`src/rtl/cfu_conv1d_initiator.sv`:
```
// cfu_conv1d_initiator: sequences one complete conv1d job over the CFU cmd/rsp
// handshake (init, kernel, bias, size, input words, start, output readback).
// Input words are read from a source-memory port. Readback words are written
// to a destination-memory port.
// Optional feature macro: CFU_SEQ_TIMEOUT_EN adds a response watchdog. When it
// fires, the job ends with err=1.
module cfu_conv1d_initiator #(
    parameter int ADDR_W         = 8,
    parameter int TIMEOUT_CYCLES = 4096
) (
    input  logic              clk,
    input  logic              reset,
    input  logic              start,
    input  logic [31:0]       length,
    input  logic [31:0]       bias,
    input  logic [31:0]       kernel_w0,
    input  logic [31:0]       kernel_w1,
    output logic              busy,
    output logic              done,
    output logic              err,
    output logic              src_rd_en,
    output logic [ADDR_W-1:0] src_addr,
    input  logic [31:0]       src_rdata,
    output logic              dst_wr_en,
    output logic [ADDR_W-1:0] dst_addr,
    output logic [31:0]       dst_wdata,
    output logic              cmd_valid,
    input  logic              cmd_ready,
    output logic [9:0]        cmd_payload_function_id,
    output logic [31:0]       cmd_payload_inputs_0,
    output logic [31:0]       cmd_payload_inputs_1,
    input  logic              rsp_valid,
    output logic              rsp_ready,
    input  logic [31:0]       rsp_payload_outputs_0
);
    typedef enum logic [2:0] {
        S_IDLE, S_CHECK, S_CMD, S_WAIT_RSP, S_FETCH, S_CAPTURE, S_GAP, S_FINISH
    } state_t;

    // Which command of the fixed job sequence is currently outstanding.
    typedef enum logic [2:0] {
        P_INIT, P_K0, P_K1, P_BIAS, P_SIZE, P_INPUT, P_START, P_READ
    } phase_t;

    localparam logic [32:0] MAX_WORDS = 33'd1 << ADDR_W;

    state_t      r_state, w_state_next;
    phase_t      r_phase;
    logic [31:0] r_length, r_bias, r_kw0, r_kw1;
    logic [31:0] r_idx;
    logic [6:0]  r_funct7;
    logic [31:0] r_in0, r_in1;
    logic        r_err;
    logic        r_dst_wr_en;
    logic [ADDR_W-1:0] r_dst_addr;
    logic [31:0] r_dst_wdata;

    logic [31:0] w_n_words;
    logic        w_reject;
    logic        w_last_idx;
    logic        w_rsp_hs;
    logic        w_cmd_active;
    logic        w_timeout;

    assign w_n_words    = {2'b00, r_length[31:2]};
    assign w_reject     = (r_length == 32'd0) || (r_length[1:0] != 2'b00) ||
                          (r_length > 32'd1024) || ({1'b0, w_n_words} > MAX_WORDS);
    assign w_last_idx   = (r_idx == w_n_words - 32'd1);
    // Responses are accepted in every cycle outside reset, so stray ones drain.
    assign rsp_ready    = ~reset;
    assign w_rsp_hs     = rsp_valid && rsp_ready;
    assign w_cmd_active = (r_state == S_CMD) || (r_state == S_WAIT_RSP);

    assign src_addr                = r_idx[ADDR_W-1:0];
    assign dst_wr_en               = r_dst_wr_en;
    assign dst_addr                = r_dst_addr;
    assign dst_wdata               = r_dst_wdata;
    assign cmd_payload_function_id = {r_funct7, 3'b000};
    assign cmd_payload_inputs_0    = r_in0;
    assign cmd_payload_inputs_1    = r_in1;

`ifdef CFU_SEQ_TIMEOUT_EN
    logic [31:0] r_timer;

    // Watchdog: restarts with every command (a gap cycle always precedes one).
    always_ff @(posedge clk) begin
        if (reset)             r_timer <= 32'd0;
        else if (w_cmd_active) r_timer <= r_timer + 32'd1;
        else                   r_timer <= 32'd0;
    end

    assign w_timeout = w_cmd_active && (r_timer == 32'(TIMEOUT_CYCLES - 1));
`else
    // No watchdog; the expression is constant 0 and the sequencer waits forever.
    assign w_timeout = (TIMEOUT_CYCLES < 0);
`endif

    // State register.
    always_ff @(posedge clk) begin
        if (reset) r_state <= S_IDLE;
        else       r_state <= w_state_next;
    end

    // Next-state decode and handshake/status outputs.
    always_comb begin
        w_state_next = r_state;
        busy         = 1'b0;
        done         = 1'b0;
        err          = 1'b0;
        cmd_valid    = 1'b0;
        src_rd_en    = 1'b0;
        case (r_state)
            S_IDLE: begin
                if (start) w_state_next = S_CHECK;
            end
            S_CHECK: begin
                busy         = 1'b1;
                w_state_next = w_reject ? S_FINISH : S_CMD;
            end
            S_CMD, S_WAIT_RSP: begin
                busy      = 1'b1;
                cmd_valid = 1'b1;
                // Only a response retires the command; cmd_ready just moves us to waiting.
                if (w_rsp_hs)                          w_state_next = S_GAP;
                else if (w_timeout)                    w_state_next = S_FINISH;
                else if (r_state == S_CMD && cmd_ready) w_state_next = S_WAIT_RSP;
            end
            S_GAP: begin
                busy = 1'b1;
                if (r_phase == P_READ && w_last_idx)
                    w_state_next = S_FINISH;
                else if (r_phase == P_SIZE || (r_phase == P_INPUT && !w_last_idx))
                    w_state_next = S_FETCH;
                else
                    w_state_next = S_CMD;
            end
            S_FETCH: begin
                busy         = 1'b1;
                src_rd_en    = 1'b1;
                w_state_next = S_CAPTURE;
            end
            S_CAPTURE: begin
                busy         = 1'b1;
                w_state_next = S_CMD;
            end
            S_FINISH: begin
                done         = 1'b1;
                err          = r_err;
                w_state_next = S_IDLE;
            end
            default: w_state_next = S_IDLE;
        endcase
    end

    // Job context, command payload, and readback write registers.
    always_ff @(posedge clk) begin
        if (reset) begin
            r_phase     <= P_INIT;
            r_length    <= 32'd0;
            r_bias      <= 32'd0;
            r_kw0       <= 32'd0;
            r_kw1       <= 32'd0;
            r_idx       <= 32'd0;
            r_funct7    <= 7'd0;
            r_in0       <= 32'd0;
            r_in1       <= 32'd0;
            r_err       <= 1'b0;
            r_dst_wr_en <= 1'b0;
            r_dst_addr  <= '0;
            r_dst_wdata <= 32'd0;
        end else begin
            r_dst_wr_en <= 1'b0;
            case (r_state)
                S_IDLE: begin
                    if (start) begin
                        r_length <= length;
                        r_bias   <= bias;
                        r_kw0    <= kernel_w0;
                        r_kw1    <= kernel_w1;
                        r_err    <= 1'b0;
                        r_phase  <= P_INIT;
                        r_idx    <= 32'd0;
                        r_funct7 <= 7'd0;
                        r_in0    <= 32'd0;
                        r_in1    <= 32'd0;
                    end
                end
                S_CHECK: begin
                    if (w_reject) r_err <= 1'b1;
                end
                S_CMD, S_WAIT_RSP: begin
                    if (w_rsp_hs) begin
                        if (r_phase == P_READ) begin
                            r_dst_wr_en <= 1'b1;
                            r_dst_addr  <= r_idx[ADDR_W-1:0];
                            r_dst_wdata <= rsp_payload_outputs_0;
                        end
                    end else if (w_timeout) begin
                        r_err <= 1'b1;
                    end
                end
                S_GAP: begin
                    // Payload only changes here, while cmd_valid is low.
                    r_in1 <= 32'd0;
                    case (r_phase)
                        P_INIT: begin
                            r_phase <= P_K0;   r_funct7 <= 7'd2; r_in0 <= 32'd0; r_in1 <= r_kw0;
                        end
                        P_K0: begin
                            r_phase <= P_K1;   r_funct7 <= 7'd2; r_in0 <= 32'd1; r_in1 <= r_kw1;
                        end
                        P_K1: begin
                            r_phase <= P_BIAS; r_funct7 <= 7'd8; r_in0 <= r_bias;
                        end
                        P_BIAS: begin
                            r_phase <= P_SIZE; r_funct7 <= 7'd4; r_in0 <= r_length;
                        end
                        P_SIZE: begin
                            r_phase <= P_INPUT; r_funct7 <= 7'd1; r_idx <= 32'd0; r_in0 <= 32'd0;
                        end
                        P_INPUT: begin
                            if (w_last_idx) begin
                                r_phase <= P_START; r_funct7 <= 7'd5; r_in0 <= 32'd0;
                            end else begin
                                r_idx <= r_idx + 32'd1; r_in0 <= r_idx + 32'd1;
                            end
                        end
                        P_START: begin
                            r_phase <= P_READ; r_funct7 <= 7'd3; r_idx <= 32'd0; r_in0 <= 32'd0;
                        end
                        P_READ: begin
                            if (!w_last_idx) begin
                                r_idx <= r_idx + 32'd1; r_in0 <= r_idx + 32'd1;
                            end
                        end
                        default: r_phase <= P_INIT;
                    endcase
                end
                S_CAPTURE: begin
                    r_in1 <= src_rdata;
                end
                default: ;
            endcase
        end
    end
endmodule

```
`config.mk`:
```
export PLATFORM = sky130hd
export DESIGN_NAME = cfu_conv1d_initiator
export DESIGN_NICKNAME = d
export VERILOG_FILES = /design/src/rtl/cfu_conv1d_initiator.sv
export SDC_FILE = /design/constraint.sdc
export NUM_CORES = 1
export LEC_CHECK = 0
export CORE_UTILIZATION = 32
export CTS_CLUSTER_SIZE = 14
export DETAILED_ROUTE_END_ITERATION = 12
export GPL_ROUTABILITY_DRIVEN = 0
export HOLD_SLACK_MARGIN = 0.06
export PLACE_DENSITY = 0.6
export SETUP_SLACK_MARGIN = 0.5
export SYNTH_ARGS = -nofsm -noshare
export SYNTH_HDL_FRONTEND = slang
export SYNTH_SLANG_ARGS = --single-unit
```
`constraint.sdc`:
```
create_clock -name clk -period 3.2 [get_ports clk]
set_input_delay 0.32 -clock clk [delete_from_list [all_inputs] [get_ports clk]]
set_output_delay 0.32 -clock clk [all_outputs]
set_load 0.05 [all_outputs]
```
[Word-level counts from Yosys, hierarchy flattened]
Cells that the tools add are included.
Word-level totals
  register bits: 279
  latch bits: 0
  RAM bits: 0
  ROM bits: 0
  output and inout bits: 129
  word-level logic and storage cells: 110
  memories kept: 0
Cells by class
  $add $sub $neg: 2
  multiply operators: 0
  divide/modulo/power cells: 0
  order comparisons: 2
  eq/ne operators: 24
  shifts and indexed selects: 0
  mux-type cells: 33
  bitwise gates (word level): 3
  reduce and logical (&&, ||, !) cells: 32
Operators by type and width (count)
  $pmux 32 s2: 4
  $pmux 32 s6: 1
  $mux 32: 3
  $pmux 32 s3: 1
  $pmux 3 s7: 2
  $pmux 7 s6: 1
  $add 32x1->32 const B: 1
  $eq 32x32->1: 1
  $gt 32x11->1 const B: 1
  $logic_not 32->1: 1
  $sub 30x1->31 const B: 1
  $gt 30x9->1 const B: 1
  $eq 3x3->1 const B: 8
  $mux 3: 8
  $ne 3x3->1 const B: 5
  $mux 7: 2
  $pmux 7 s2: 1
  $eq 3x2->1 const B: 4
  $reduce_and 4->1: 3
  $reduce_and 3->1: 3
  $mux 1: 8
  $ne 8x3->1 const B: 1
  $reduce_or 2->1: 4
  $ne 7x4->1 const B: 1
  other kinds (14): 30

[Logic depth before layout (Yosys ltp)]
  word-level depth: 8
  gate-level depth with buffers: 16
  depth with buffers taken out: 11

[Worst setup path before layout]
No wires, ideal clock.
  path kind: register to register
  from: register r_length[2]
  to: register r_idx[15]
  data arrival time: 3.489 ns
  path slack: -0.408 ns
  cell stages (with the launch flop): 16
  buffers on the path: 4
  clock period less this slack: 3.608 ns
  cells stage by stage: dfxtp_1 > clkbuf_1 > inv_1 > ha_1 > or3b_2 > buf_2 > or4_1 > clkbuf_2 > a2111oi_2 > o2111ai_1 > nor4_4 > nand4_2 > and2_1 > buf_6 > and3_1 > a211o_1
On the way
  longest elaborated chain between the ends: 4
RTL lines
  start: declaration: RTL line 49  | logic [31:0] r_length, r_bias, r_kw0, r_kw1;
  start signal: assignment: RTL line 176  | r_length <= length;
  $sub 30x1->31: RTL line 68  | assign w_last_idx = (r_idx == w_n_words - 32'd1);
  $eq 32x32->1: RTL line 68
  $ne 3x3->1 (no source line)
  $reduce_and 4->1 (no source line)
  end signal: assignment: RTL line 225  | r_idx <= r_idx + 32'd1; r_in0 <= r_idx + 32'd1;
  end signal: assignment: RTL line 233  | r_idx <= r_idx + 32'd1; r_in0 <= r_idx + 32'd1;
  end: declaration: RTL line 50  | logic [31:0] r_idx;
No other way between the ends.
A chain may end at the register's enable or synchronous reset.

[Worst setup path after layout]
Same ends and word-level chain as after synthesis.

==> key figures <==
Critical path
  • Worst setup EP type: flop
  • Flop2flop setup slack: -0.16 ns
  • Slowest CP cell: or4_4
  • RR Startpoint: r_length[2]
  • Required time worst endpoint: roughly 3.6 ns
  • Worst-path fanout max: 10
  • CP Launch Type: flop
  • CP arrival: 3.78 ns
  • Crit path kind: reg2reg
  • Critical path origin: r_length[2]
  • Worst r2r dst: r_idx[15]
  • CP bufs+invs: 2
  • Reg2Reg Depth: 12
  • CP endpoint: r_idx[15]
  • Crit path depth: 12
  • Crit path max-delay family: simple AND/OR/NAND/NOR gates
  • Cell breakdown of the critical path: inv_4 -> ha_4 -> or3b_4 -> or4_4 -> o31ai_2 -> nand4b_1 -> nor4_4 -> buf_4 -> nand4_4 -> and2_4 -> and3_4 -> a211o_1
  • Critical path's largest stage delay: 0.56 ns

Global route
  • Largest net degree at the start of global routing: about 130
  • Total GRT Usage: 0.2238
  • Grt ovf: 0
  • Vias in the first global route: between 10000 and 15000
  • First-pass GRT wire length: 71510 microns
  • Antenna violations before repair: 5

Floorplan
  • IO Count: 326
  • DIE AREA: 40330 sq um
  • Die outline height: 200.8 microns
  • Core ar.: 38830 sq um
  • Starting density of the core: 0.3258
  • Die W: around 200 microns
  • Row cnt: 72

Logic synthesis
  • Netlist cell types: 64
  • Syn. warnings: 0
  • Post-synth ARST share: 0
  • Sequential share of the synthesized area: 0.4368
  • Post-synthesis register bit count: 276
  • Avg Cell Area, Syn: 7.727 sq um
  • Most frequent cell after synthesis: nand2_1
  • Post-synth top cells: 409 x nand2_1, 276 x dfxtp_1, 188 x a21oi_1
  • Synth top area share: 0.4368
  • Number of flops mapped to enable cells by yosys: 0
  • Synth top area cells: dfxtp_1 44%, nand2_1 12%, a21oi_1 7.4%, clkbuf_1 3.8%, nor2_1 3.4%
  • Post-synth top area cell: dfxtp_1
  • Syn Inst Count: 1637
  • Prevailing post-synth register cell: dfxtp_1
  • Synthesized area: approximately 13000 sq um

Clock tree
  • CTS tree: done
  • Worst skew pair latency: roughly 0.54 ns
  • Clock Tree Buf Depth: 3
  • Htree depth: 2
  • CTS buffer count: 34
  • Root Buffer: clkbuf_16
  • CTS sink cnt: 276
  • Reg clk slew, reported paths: 0.06 ns

Detailed routing
  • Remaining DRCs: 0
  • Via-to-Cell Ratio: 5.211
  • Pre-Repair DR Iteration Count: 7
  • 1st-iter DRT viols: 949
  • Final WL: 46220 microns
  • Final ANT Viol Nets: 0
  • Routed WL per cell: 18.59 microns
  • Total number of vias: 12950

Place
  • DP Wirelength: 32840 microns
  • Buffers on Ports: 319

Power and ir drop
  • P_leak: 6.574 nW
  • P per Cell Area: 641.3 nW/um^2
  • Switch share: 0.3387
  • Maximum vdd drop: 0.3418 mV
  • Internal: 7.707 mW
  • Logic gate share of total power: 0.321
  • Clock share of power: 0.334
  • Share of power burned in registers: 0.345
  • Switching power: 3.948 mW

Timing
  • F_max: 0.2976 GHz
  • Headroom to the max-slew limit: 0.3338
  • Final Setup Violations: 67
  • RSZ-0062 raised after global routing: yes
  • Final Cycle Share: 1.050
  • Clk_skew: 0.01401 ns
  • Final TNS setup: -6.172 ns
  • Setup ws final: -0.1603 ns
  • Final Max Slew Viols: 0
  • Slew @ Worst Pin: 0.9994 ns
  • Final hold vios: 0
  • Minimum clock period: 3.360 ns

Cells and area
  • Fin nets: 2140
  • Layout overhead on the synthesized area: 43.68%
  • Fillers: roughly 3800
  • Final core occ: 0.4681
  • Layout cell share with drive strength beyond 1: 0.1211

Status
  • Status: complete, but fails checks
  • Failing checks: setup timing

Min path
  • Worst min-delay path class: in2reg

Job
  • Max_cap viols: 0
-- per-layer routing --
metal | global-route usage | vias up | wire [microns]
li1 | - | 6285 | -
met1 | 0.2665 | 6113 | 18830
met2 | 0.3841 | 464 | 22400
met3 | 0.06315 | 86 | 3622
met4 | 0.07715 | 6 | 1318
met5 | 0 | - | 39
-- layout by cell type (no fill, tap or decap), drive strengths merged, types with 37 or more instances in the layout --
| cell type | count |
|---|---|
| nand3 | 37 |
| nand2 | 409 |
| dfxtp | 276 |
| o21ai | 56 |
| clkdlybuf4s50 | 317 |
| xnor2 | 42 |
| a21oi | 188 |
| nor2 | 115 |
| clkbuf | 49 |
| buf | 111 |
-- flip-flops by register name (all words and copies together) (netlist names) --
register	count
cmd_payload_inputs_1	32
r_phase	3
r_funct7	4
cmd_payload_inputs_0	32
r_err	1
dst_wr_en	1
dst_addr	8
r_bias	32
r_length	32
r_kw1	32
r_kw0	32
r_idx	32
r_state	3
dst_wdata	32
-- timing repair --
item,4_1_cts,5_1_grt
resized for setup,47,34
hold buffers,1,0
setup buffers,3,4
pin swaps,24,24
endpoints found under the setup margin,73,74
hold endpoints to repair,4,0
cloned,0,0
-- through the flow --
step / power, mW / setup WS, ns / area, sq um / cells / hold slack [ns]
6_report: 11.65 / -0.1603 / 18170 / 2486 / 0.3282
4_1_cts: 11.68 / -0.1423 / 18040 / 2480 / 0.2951
3_3_place_gp: 7.551 / -0.2215 / 16750 / 2415 / 0.4402
2_1_floorplan: 6.195 / -0.2291 / 12790 / 1642 / 0.4360
3_5_place_dp: 7.614 / -0.3278 / 16750 / 2415 / 0.4457
5_1_grt: 12.26 / -0.2691 / 18170 / 2484 / 0.3169
-- worst min-delay path by stage --
stage                         startpoint                       end  depth (start not counted)
2_1_floorplan                 r_bias[10]                r_bias[10]                          2
3_3_place_gp    cmd_payload_inputs_0[29]  cmd_payload_inputs_0[29]                          2
3_5_place_dp    cmd_payload_inputs_0[31]  cmd_payload_inputs_0[31]                          2
4_1_cts                    kernel_w0[20]                 r_kw0[20]                          3
5_1_grt                     kernel_w1[9]                  r_kw1[9]                          3
6_report       rsp_payload_outputs_0[27]             dst_wdata[27]                          3
-- cells by family after synthesis --
| logic type | synth area share |
|---|---|
| DFF | 0.4368 |
| AOI/OAI and AO/OA | 0.2098 |
| and+or+nand+nor | 0.2411 |
| muxes | 0.001583 |
| adders and majority gates | 0.001978 |
| xor gates and xnor gates | 0.04570 |
| other | 0.0002965 |
| buffers and inverters | 0.06271 |
-- final cells by class --
type / count / area [sq um] / share of cell area
clock inverters: 12 / 116.4 / 0.006402
inverters: 11 / 43.79 / 0.002409
clock buffers: 49 / 1008 / 0.05549
flip-flops and latches: 276 / 5527 / 0.3041
multi-input cells: 1188 / 6645 / 0.3656
well taps: 518 / 648.1 / 0.03566
diodes: 2 / 5.005 / 0.0002754
repair buffers: 430 / 4182 / 0.2301
-- tightest hold or removal path: cells and delay by family --
family,cells,cell delay (ns)
buffers and inverters,1,0.39
AOI/OAI and AO/OA,1,0.05
and+or+nand+nor,1,0.06
-- power groups by stage --
stage	sequential, mW	combinational (mW)	clock (mW)
after floorplan	4.05	2.14	0
after global placement	4.08	3.47	0
after detailed placement	4.09	3.52	0
after CTS	4.02	3.66	4.00
after global routing	4.06	4.05	4.15
final	4.02	3.74	3.89
(Power assumes the default switching activity.)
